[src/rtl/seq_mult_if.sv]
// Operand/result bundle between a multiply controller and seq_mult.
// Handshake: the controller raises start with operands while busy=0; the product is valid only in the single done cycle.
interface seq_mult_if #(
  parameter int WIDTH = 8
);
  logic               start;
  logic               signed_mode;
  logic [WIDTH-1:0]   a;
  logic [WIDTH-1:0]   b;
  logic               busy;
  logic               done;
  logic [2*WIDTH-1:0] product;

  modport master (
    output start, signed_mode, a, b,
    input  busy, done, product
  );

  modport slave (
    input  start, signed_mode, a, b,
    output busy, done, product
  );
endinterface

[src/rtl/seq_mult.sv]
// Sequential shift-and-add multiplier: one 2*WIDTH-bit adder, WIDTH iterations,
// signed operands handled as magnitudes with a final conditional negate.
module seq_mult #(
  parameter int WIDTH = 8
) (
  input  logic       clk,
  input  logic       rst,
  seq_mult_if.slave  bus,
  output logic [1:0] dbg_state_o
);

  localparam int PW = 2 * WIDTH;
  localparam int CW = $clog2(WIDTH + 1);

  typedef enum logic [1:0] {
    IDLE = 2'd0,
    RUN  = 2'd1,
    FIX  = 2'd2
  } state_t;

  state_t           state_q, state_d;
  logic [PW-1:0]    mcand_q, mcand_d;
  logic [WIDTH-1:0] mplier_q, mplier_d;
  logic [PW-1:0]    acc_q, acc_d;
  logic [CW-1:0]    cnt_q, cnt_d;
  logic             neg_q, neg_d;
  logic [PW-1:0]    product_q, product_d;
  logic             done_q, done_d;

  logic [WIDTH-1:0] a_mag;
  logic [WIDTH-1:0] b_mag;

  // |-2^(WIDTH-1)| still fits as an unsigned WIDTH-bit magnitude.
  assign a_mag = (bus.signed_mode && bus.a[WIDTH-1]) ? (~bus.a + WIDTH'(1)) : bus.a;
  assign b_mag = (bus.signed_mode && bus.b[WIDTH-1]) ? (~bus.b + WIDTH'(1)) : bus.b;

  always_ff @(posedge clk or posedge rst) begin
    if (rst) begin
      state_q   <= IDLE;
      mcand_q   <= '0;
      mplier_q  <= '0;
      acc_q     <= '0;
      cnt_q     <= '0;
      neg_q     <= 1'b0;
      product_q <= '0;
      done_q    <= 1'b0;
    end else begin
      state_q   <= state_d;
      mcand_q   <= mcand_d;
      mplier_q  <= mplier_d;
      acc_q     <= acc_d;
      cnt_q     <= cnt_d;
      neg_q     <= neg_d;
      product_q <= product_d;
      done_q    <= done_d;
    end
  end

  always_comb begin
    state_d   = state_q;
    mcand_d   = mcand_q;
    mplier_d  = mplier_q;
    acc_d     = acc_q;
    cnt_d     = cnt_q;
    neg_d     = neg_q;
    product_d = product_q;
    done_d    = 1'b0;

    case (state_q)
      IDLE: begin
        if (bus.start) begin
          mcand_d  = {{WIDTH{1'b0}}, a_mag};
          mplier_d = b_mag;
          neg_d    = bus.signed_mode & (bus.a[WIDTH-1] ^ bus.b[WIDTH-1]);
          acc_d    = '0;
          cnt_d    = '0;
          state_d  = RUN;
        end
      end
      RUN: begin
        // Multiplicand shifts left and multiplier shifts right, so bit i meets multiplicand << i.
        if (mplier_q[0]) begin
          acc_d = acc_q + mcand_q;
        end
        mcand_d  = mcand_q << 1;
        mplier_d = mplier_q >> 1;
        if (cnt_q == CW'(WIDTH - 1)) begin
          state_d = FIX;
        end else begin
          cnt_d = cnt_q + CW'(1);
        end
      end
      FIX: begin
        product_d = neg_q ? (~acc_q + PW'(1)) : acc_q;
        done_d    = 1'b1;
        state_d   = IDLE;
      end
      default: begin
        state_d = IDLE;
      end
    endcase
  end

  assign bus.busy     = (state_q != IDLE);
  assign bus.done     = done_q;
  assign bus.product  = product_q;
  assign dbg_state_o  = state_q;

endmodule

[src/flat_wrapper.sv]
// flat-port wrapper written by rule: the top's interface ports become plain ports
module seq_mult_flat 
#(
  parameter int WIDTH = 8
)
  (clk, rst, dbg_state_o, bus_start, bus_signed_mode, bus_a, bus_b, bus_busy, bus_done, bus_product);
  seq_mult_if #(.WIDTH(WIDTH)) bus_i ();
  input  logic clk;
  input  logic rst;
  output logic [1:0] dbg_state_o;
  input wire logic [$bits(bus_i.start)-1:0] bus_start;
  input wire logic [$bits(bus_i.signed_mode)-1:0] bus_signed_mode;
  input wire logic [$bits(bus_i.a)-1:0] bus_a;
  input wire logic [$bits(bus_i.b)-1:0] bus_b;
  output wire logic [$bits(bus_i.busy)-1:0] bus_busy;
  output wire logic [$bits(bus_i.done)-1:0] bus_done;
  output wire logic [$bits(bus_i.product)-1:0] bus_product;
  assign bus_i.start = bus_start;
  assign bus_i.signed_mode = bus_signed_mode;
  assign bus_i.a = bus_a;
  assign bus_i.b = bus_b;
  assign bus_busy = bus_i.busy;
  assign bus_done = bus_i.done;
  assign bus_product = bus_i.product;
  seq_mult #(.WIDTH(WIDTH)) u_core (.clk(clk), .rst(rst), .bus(bus_i), .dbg_state_o(dbg_state_o));
endmodule
[config.mk]
export PLATFORM = sky130hd
export DESIGN_NAME = seq_mult_flat
export DESIGN_NICKNAME = d
export VERILOG_FILES = /design/src/rtl/seq_mult_if.sv /design/src/rtl/seq_mult.sv /design/src/flat_wrapper.sv
export SDC_FILE = /design/constraint.sdc
export NUM_CORES = 1
export LEC_CHECK = 0
export BUFFER_PORTS_ARGS = -buffer_cell sky130_fd_sc_hd__buf_2
export CELL_PAD_IN_SITES_DETAIL_PLACEMENT = 1
export CELL_PAD_IN_SITES_GLOBAL_PLACEMENT = 1
export CORE_UTILIZATION = 39
export DETAILED_ROUTE_END_ITERATION = 12
export GPL_TIMING_DRIVEN = 0
export MAX_ROUTING_LAYER = met4
export PLACE_DENSITY_LB_ADDON = 0.1
export SETUP_SLACK_MARGIN = 0.15
export SLEW_MARGIN = 20
export SYNTH_ARGS = -nofsm -noshare
export SYNTH_HDL_FRONTEND = slang
export SYNTH_SLANG_ARGS = --single-unit
export TNS_END_PERCENT = 1
[constraint.sdc]
create_clock -name clk -period 2.54 [get_ports clk]
set_input_delay 0.508 -clock clk [delete_from_list [all_inputs] [get_ports clk]]
set_output_delay 0.508 -clock clk [all_outputs]
set_load 0.01 [all_outputs]
* Word-level counts from Yosys, hierarchy flattened *
Cells that the tools add are included.

operators by class
  equal/unequal tests = 7
  bitwise gates (word level) = 5
  div/mod/pow operators = 0
  order comparisons = 0
  add/sub/neg operators = 5
  reductions and logical operators = 10
  multiply operators = 0
  shift-type cells = 0
  muxes and demuxes = 17

operator list
  operator               count
  $mux 16                4
  $pmux 16 s2            2
  $mux 8                 3
  $add 16x1->16 const B  1
  $add 16x16->16         1
  $add 8x1->8 const B    2
  $not 16->16            1
  $not 8->8              2
  $pmux 8 s2             1
  $mux 4                 2
  $pmux 4 s2             1
  $reduce_and 2->1       3
  $reduce_and 3->1       2
  $add 4x1->4 const B    1
  $eq 4x3->1 const B     1
  $mux 2                 2
  $ne 2x1->1 const B     2
  $ne 2x2->1 const B     2
  $pmux 2 s2             1
  $reduce_bool 2->1      2
  $eq 2x1->1 const B     1
  $eq 2x2->1 const B     1
  $logic_and 1x1->1      2
  $logic_not 2->1        1
  other kinds (3)        3

word-level totals
  memory bits (read-only) = 0
  register bits = 64
  memories kept = 0
  output and inout bits = 20
  memory bits (writable) = 0
  latch bits = 0

* Depth between registers and ports, before layout *
Gate-level depths: netlist (run 1).

  depth in word-level cells = 5
  gate-level depth with buffers = 10

* Least setup slack after synthesis (run 1) *
Ideal clock, no wire load.

  path kind = register to register
  from = register u_core.acc_q[4]
  to = register u_core.acc_q[15]
  setup time = 0.124 ns
  setup slack = 0.133 ns
  buffers on the path = 0
  cell stages (with the launch flop) = 9
  data arrival time = 2.283 ns
  period minus slack after synthesis = 2.407 ns
  path through = dfrtp_1 > ha_1 > a21o_1 > o21bai_2 > o221a_2 > o211ai_2 > a32oi_2 > mux2_4 > a211o_1

between the ends
  longest elaborated chain between the ends = 3

ends and longest elaborated chain
  element                 RTL line        text
  from (decl)             seq_mult.sv:24  logic [PW-1:0] acc_q, acc_d;
  from (signal assigned)  seq_mult.sv:42  acc_q <= '0;
  from (signal assigned)  seq_mult.sv:51  acc_q <= acc_d;
  $add 16x16->16          seq_mult.sv:83  acc_d = acc_q + mcand_q;
  $mux 16                 seq_mult.sv:82  if (mplier_q[0]) begin
  $pmux 16 s2             seq_mult.sv:69  case (state_q)

No other way between the ends. The select of a mux whose other input is x is not followed.
A chain may end at the register's enable or synchronous reset.

* Final worst setup path (run 1) *
  from = register u_core.mcand_q[4]
  to = register u_core.acc_q[15]

between the ends
  longest elaborated chain between the ends = 3

ends and longest elaborated chain
  element                 RTL line        text
  from (decl)             seq_mult.sv:22  logic [PW-1:0] mcand_q, mcand_d;
  from (signal assigned)  seq_mult.sv:49  mcand_q <= mcand_d;
  $add 16x16->16          seq_mult.sv:83
  $mux 16                 seq_mult.sv:82
  $pmux 16 s2             seq_mult.sv:69

No other way between the ends. The select of a mux whose other input is x is not followed.

==> impl_metrics.yaml, run 1 <==
run_status:
  status: "complete, no violations"
sta:
  period_needed_ps: 2380
  rsz0062_at_grt: "true"
  setup-violations-final: 0
  finalHoldWorstSlack_ps: 88.7
  finalCritPeriodShare_pct: 93.8
  drv_slew: 0
  fmax_mhz: 420
  setup_tns_ps: 0
  hold_viol: 0
  finClkSkew_ps: 11.5
  tightest_slew_ps: 751
  max_slew_margin_pct: 49.8
power:
  p_switching_mw: 2.15
  pwr-share-comb_pct: 48.5
  power_density_nw_per_um2: 1150
  switching_share_pct: 40.9
  p_int_mw: 3.10
  clkPwrFrac_pct: 17.1
  seqPwrFrac_pct: 34.4
  power_leakage_nw: 2.11
  vdd_drop_max_mv: 0.494
logic_synthesis:
  synth.distinct_cells: 46
  syn_area_per_cell_sq_um: 9.20
  synth_area_sq_um: 3710
  yosysSeqAreaShare_pct: 43.2
  ys_warn_count: 0
  syn-num-nets: 443
  synth_ff_type: "dfrtp_1"
  synth_seq_cells: 64
  synth_edf_count: 0
  postSynthCellCount: 403
  async_reset_ff_share_pct: 100
setup_path:
  worstPathArrival_ps: 2600
  reg2reg_to: "u_core.acc_q[15]"
  end_kind: "flop"
  critPathMaxFanout: 4
  r2r_slack_ps: 160
  r2r_cells: 8
  startpoint_type: "flop"
  reg2reg_from: "u_core.mcand_q[4]"
  required_ps: 2760
  setup.worst_path.class: "reg -> reg"
grt:
  grt_max_degree: 49
  grt_usage_pct: 22.0
  grt_pass1_wl_um: 16600
  grt_overflow: 0
  first_global_vias: 3350
  antenna_found_initial: 0
floorplanning:
  core_area_sq_um: 9240
  start_util_pct: 40.1
  rows: 35
  ioPinCount: 40
  fp.dieW_um: 99.5
  die_height_um: 99.5
  die-area_sq_um: 9900
run:
  maxCapViolCount: 0
finish:
  utilization_pct: 49.5
  drive_gt1_share_pct: 21.4
  nNetsFinal: 507
  area_delta_synth_final_pct: 23.4
  n_antenna_cell: 0
  final_cells: 601
clock_tree:
  h-tree-depth: 3
  cts.sinks: 64
  cts.clk_slew.worst_paths_ps: 80
  clk_latency_ps: 340
  cts_buffers: 9
  cts-root-buf: "clkbuf_8"
  cts_buffer_depth: 2
  tritoncts: "yes"
placement:
  place_inst: 572
  hpwl_um: 7160
  portBuffers: 39
  place.gp.congestion: 0.772
routing:
  drt_iter0_markers: 74
  vias: 3145
  dr.pass1.iters: 4
  detail-route-antenna-nets: 0
  wl_per_cell_um: 16.1
  wl_um: 9650
  viasPerCell: 5.23
  drc_errors: 0
hold_path:
  hold_class: "in -> async"
what timing repair did:
action	in CTS	in global routing
pin swaps	11	5
setup endpoints to repair	3	15
hold buffers	0	0
resized for setup	22	10
buffers inserted	11	2
cell families after synthesis:
kind of cell	after synthesis	synth area share (%)
AOI/OAI and AO/OA	129	22.2
xor gates and xnor gates	40	9.45
adders and majority gates	20	6.95
buffers and inverters	29	2.94
DFF	64	43.2
muxes	3	0.979
and+or+nand+nor	118	14.3
cells in the mapped netlist, types with 5 or more instances:
library cell  count  area (sq um)
ha_1             19           238
o21ai_0          56           280
nand2_1          62           233
a22o_1            9          78.8
nor2_1           18          67.6
a21o_1            7          52.6
inv_1            14          52.6
clkbuf_1         15          56.3
a21oi_1          19          95.1
o31ai_1           5          37.5
a22oi_1          11          82.6
xnor2_1          15           131
xor2_1           25           219
a31oi_1           5          31.3
dfrtp_1          64          1600
nor3_1            8          40.0
nand2b_1          6          37.5
cell usage in the layout (no fill, tap or decap), types with 2 or more instances in the layout:
master    synthesis  final
nand2_1          62     62
dfrtp_1          64     59
o21ai_0          56     55
buf_2             0     39
xor2_1           25     25
nor2_1           18     18
a21oi_1          19     17
clkbuf_1         15     15
xnor2_1          15     15
buf_4             0     13
inv_1            14     12
clkbuf_8          0     12
a22oi_1          11     11
ha_4              0     10
a22o_1            9      9
nor3_1            8      8
ha_1             19      8
a21o_1            7      7
nand2b_1          6      6
o31ai_1           5      5
dfrtp_2           0      5
nor2b_1           4      4
a31oi_1           5      4
nand3_1           4      4
and3_1            4      4
or4_1             3      3
nand4_1           3      3
o21bai_1          2      2
a32o_1            2      2
or2_2             2      2
a21oi_2           0      2
clkinv_2          0      2
per-layer routing:
layer / global-route usage, % / vias to the layer above / wire, um
met4: 6.11 / 0 / 104
met2: 40.1 / 41 / 5210
li1: - / 1566 / -
met5: - / - / 0
met1: 25.4 / 1527 / 4140
met3: 2.74 / 11 / 198
worst max-delay path: stages, from the launching register on:
cell and delay [ps]:
dfrtp_1 410, ha_4 270, a21o_1 170, o21bai_2 200
o221a_4 290, o211ai_4 200, a32oi_2 170, mux2_4 330
a211o_1 230
worst max-delay path by stage:
| stage | endpoint | slack [ps] | from | cells after the start |
|---|---|---|---|---|
| floorplan | u_core.acc_q[15] | 200 | u_core.acc_q[1] | 8 |
| global placement | u_core.cnt_q[0] | -430 | rst | 2 |
| detailed placement | u_core.acc_q[15] | -60 | u_core.acc_q[2] | 8 |
| CTS | u_core.acc_q[2] | 130 | u_core.dbg_state_o[0] | 7 |
| global route | u_core.acc_q[14] | 70 | u_core.acc_q[0] | 10 |
| finish | u_core.acc_q[15] | 160 | u_core.mcand_q[4] | 8 |
registers in the layout, indices dropped and copies added (netlist names):
| signal | count |
|---|---|
| u_core.neg_q | 1 |
| u_core.bus.done | 1 |
| u_core.mcand_q | 16 |
| u_core.dbg_state_o | 2 |
| u_core.bus.product | 16 |
| u_core.acc_q | 16 |
| u_core.mplier_q | 8 |
| u_core.cnt_q | 4 |
cell type report:
cell class                      instances  area (sq um)
Sequential cell                        64          1610
Inverter                               14          55.1
Buffer                                 15          67.6
Multi-Input combinational cell        310          2160
Tap cell                              129           161
Clock buffer                           13           159
Fill cell                            1055          4660
Clock inverter                          3          40.0
Timing Repair Buffer                   53           320
power by group through the flow:
| stage | Clock, mW | Combinational, mW | Sequential [mW] |
|---|---|---|---|
| 6_report | 0.896 | 2.55 | 1.81 |
| 3_5_place_dp | 0 | 2.19 | 1.82 |
| 5_1_grt | 0.961 | 2.88 | 1.87 |
| 3_3_place_gp | 0 | 2.10 | 1.79 |
| 4_1_cts | 0.917 | 2.47 | 1.81 |
| 2_1_floorplan | 0 | 1.58 | 1.75 |
metrics by stage:
step | setup slack (ps) | instance area, sq um | total power [mW]
global placement | -425 | 4080 | 3.89
floorplan | 205 | 3720 | 3.32
finish | 159 | 4580 | 5.25
detailed placement | -55.2 | 4110 | 4.00
global route | 69.8 | 4580 | 5.71
CTS | 126 | 4520 | 5.20
No activity file was read; power rests on OpenSTA's default activity.
==> inputs of run 2 (changes only) <==
--- a/config.mk
+++ b/config.mk
@@ -5,15 +5,16 @@
 export SDC_FILE = /design/constraint.sdc
 export NUM_CORES = 1
 export LEC_CHECK = 0
-export BUFFER_PORTS_ARGS = -buffer_cell sky130_fd_sc_hd__buf_2
 export CELL_PAD_IN_SITES_DETAIL_PLACEMENT = 1
 export CELL_PAD_IN_SITES_GLOBAL_PLACEMENT = 1
 export CORE_UTILIZATION = 39
 export DETAILED_ROUTE_END_ITERATION = 12
+export DONT_BUFFER_PORTS = 1
 export GPL_TIMING_DRIVEN = 0
 export MAX_ROUTING_LAYER = met4
 export PLACE_DENSITY_LB_ADDON = 0.1
 export SETUP_SLACK_MARGIN = 0.15
+export SKIP_CTS_REPAIR_TIMING = 1
 export SLEW_MARGIN = 20
 export SYNTH_ARGS = -nofsm -noshare
 export SYNTH_HDL_FRONTEND = slang
==> impl_metrics.yaml, run 2 (synthesis gave the netlist of run 1 again) <==
run_status:
  status: "complete, no violations"
routing:
  vias: 3011
  drt_iter0_markers: 44
  viasPerCell: 5.36
  drc_errors: 0
  wl_um: 9050
  dr.pass1.iters: 4
  wl_per_cell_um: 16.1
  detail-route-antenna-nets: 0
floorplanning:
  die-area_sq_um: 9900
  rows: 35
  ioPinCount: 40
  die_height_um: 99.5
  start_util_pct: 40.1
  fp.dieW_um: 99.5
  core_area_sq_um: 9240
placement:
  place.gp.congestion: 0.796
  portBuffers: 0
  hpwl_um: 6970
  place_area_sq_um: 3910
clock_tree:
  cts_buffer_depth: 2
  tritoncts: "yes"
  cts-root-buf: "clkbuf_8"
  cts.clk_slew.worst_paths_ps: 60
  cts.sinks: 64
  cts_buffers: 9
  clk_latency_ps: 330
  h-tree-depth: 3
hold_path:
  min_from: "bus_signed_mode"
  hold_class: "in -> reg"
setup_path:
  end_kind: "flop"
  reg2reg_from: "u_core.acc_q[6]"
  worstPathArrival_ps: 2630
  setup.worst_path.class: "reg -> reg"
  cpPeakStageDelay_ps: 440
  path_cells: "ha_1 -> buf_4 -> a21o_1 -> o221a_4 -> o211ai_4 -> a32oi_2 -> mux2_4 -> a211o_1"
  required_ps: 2750
  cp_slowest_cell: "dfrtp_2"
  startpoint_type: "flop"
  critPathLaunch: "u_core.acc_q[6]"
  critPathMaxFanout: 7
sta:
  fmax_mhz: 414
  setup-violations-final: 0
  hold_viol: 0
  period_needed_ps: 2420
  finClkSkew_ps: 9.39
  tightest_slew_ps: 761
  finalCritPeriodShare_pct: 95.1
  drv_slew: 0
  max_slew_margin_pct: 49.2
  setup_tns_ps: 0
  finalHoldWorstSlack_ps: 323
  rsz0062_at_grt: "true"
power:
  vdd_drop_max_mv: 0.414
  power_density_nw_per_um2: 1140
  power_leakage_nw: 1.92
grt:
  antenna_found_initial: 0
  grt_pass1_wl_um: 15500
  grt_max_degree: 49
  grt_overflow: 0
  first_global_vias: 3255
  grt_usage_pct: 20.5
finish:
  drive_gt1_share_pct: 13.9
  utilization_pct: 46.7
  layout.cells.most_common_list: "nand2_1, dfrtp_1, o21ai_0, xor2_1, nor2_1"
  nNetsFinal: 468
  fill_cells: 1062
  fin_area_sq_um: 4310
  area_delta_synth_final_pct: 16.4
  n_antenna_cell: 0
  layout_commonest_cell: "nand2_1"
run:
  maxCapViolCount: 0
[run 2: changes by cell type in the layout (fill, tap and decap cells not counted), sizes merged]
cell         delta
clkinv          +1
clkbuf          -2
dlygate4sd3     +1
buf            -39
[run 2: through the flow]
stage / std cells / worst slack, ps / power [mW]
after floorplan: 403 / 205 / 3.32
after global placement: 532 / -315 / 3.78
after detailed placement: 533 / -28.6 / 3.89
after CTS: 549 / -44.4 / 4.73
after global routing: 562 / 51.2 / 5.36
final: 562 / 124 / 4.91
[run 2: power by group]
| group | internal (mW) | switching, mW | total [mW] |
|---|---|---|---|
| clock | 0.450 | 0.371 | 0.820 |
| sequential | 1.42 | 0.464 | 1.88 |
| combinational | 0.999 | 1.21 | 2.21 |
| total | 2.87 | 2.04 | 4.91 |
[run 2: path summary, 6_finish.rpt]
path                                         endpoint  slack [ps]  cells after the start
worst min register to register     u_core.mplier_q[1]         490                      2
max in group asynchronous             u_core.acc_q[6]        1440                      3
worst min-delay path                     u_core.neg_q         320                      2
worst max register to register       u_core.acc_q[15]         120                      8
min in group asynchronous       u_core.bus.product[2]         580                      2
worst max-delay path                 u_core.acc_q[15]         120                      8
[run 2: critical path: cells and delay by family, from the launching register on]
kind | cells | cell delay (ps)
AOI/OAI and AO/OA | 5 | 1080
adders and majority gates | 1 | 290
buffers and inverters | 1 | 160
DFF | 1 | 440
muxes | 1 | 320
[run 2: area by class of cell]
type | count | area [sq um] | area share [%]
multi-input cells | 310 | 2120 | 49.1
clock buffers | 12 | 135 | 3.13
well taps | 129 | 161 | 3.74
inverters | 14 | 55.1 | 1.28
plain buffers | 15 | 61.3 | 1.42
flip-flops and latches | 64 | 1610 | 37.4
repair buffers | 14 | 128 | 2.96
clock inverters | 4 | 45.0 | 1.04
[run 2: layer usage]
layer  GRT usage [%]  routed length (um)
met1            23.6                4000
met2            36.9                4740
met3            3.02                 209
met4            6.33                  96
met5               -                   0
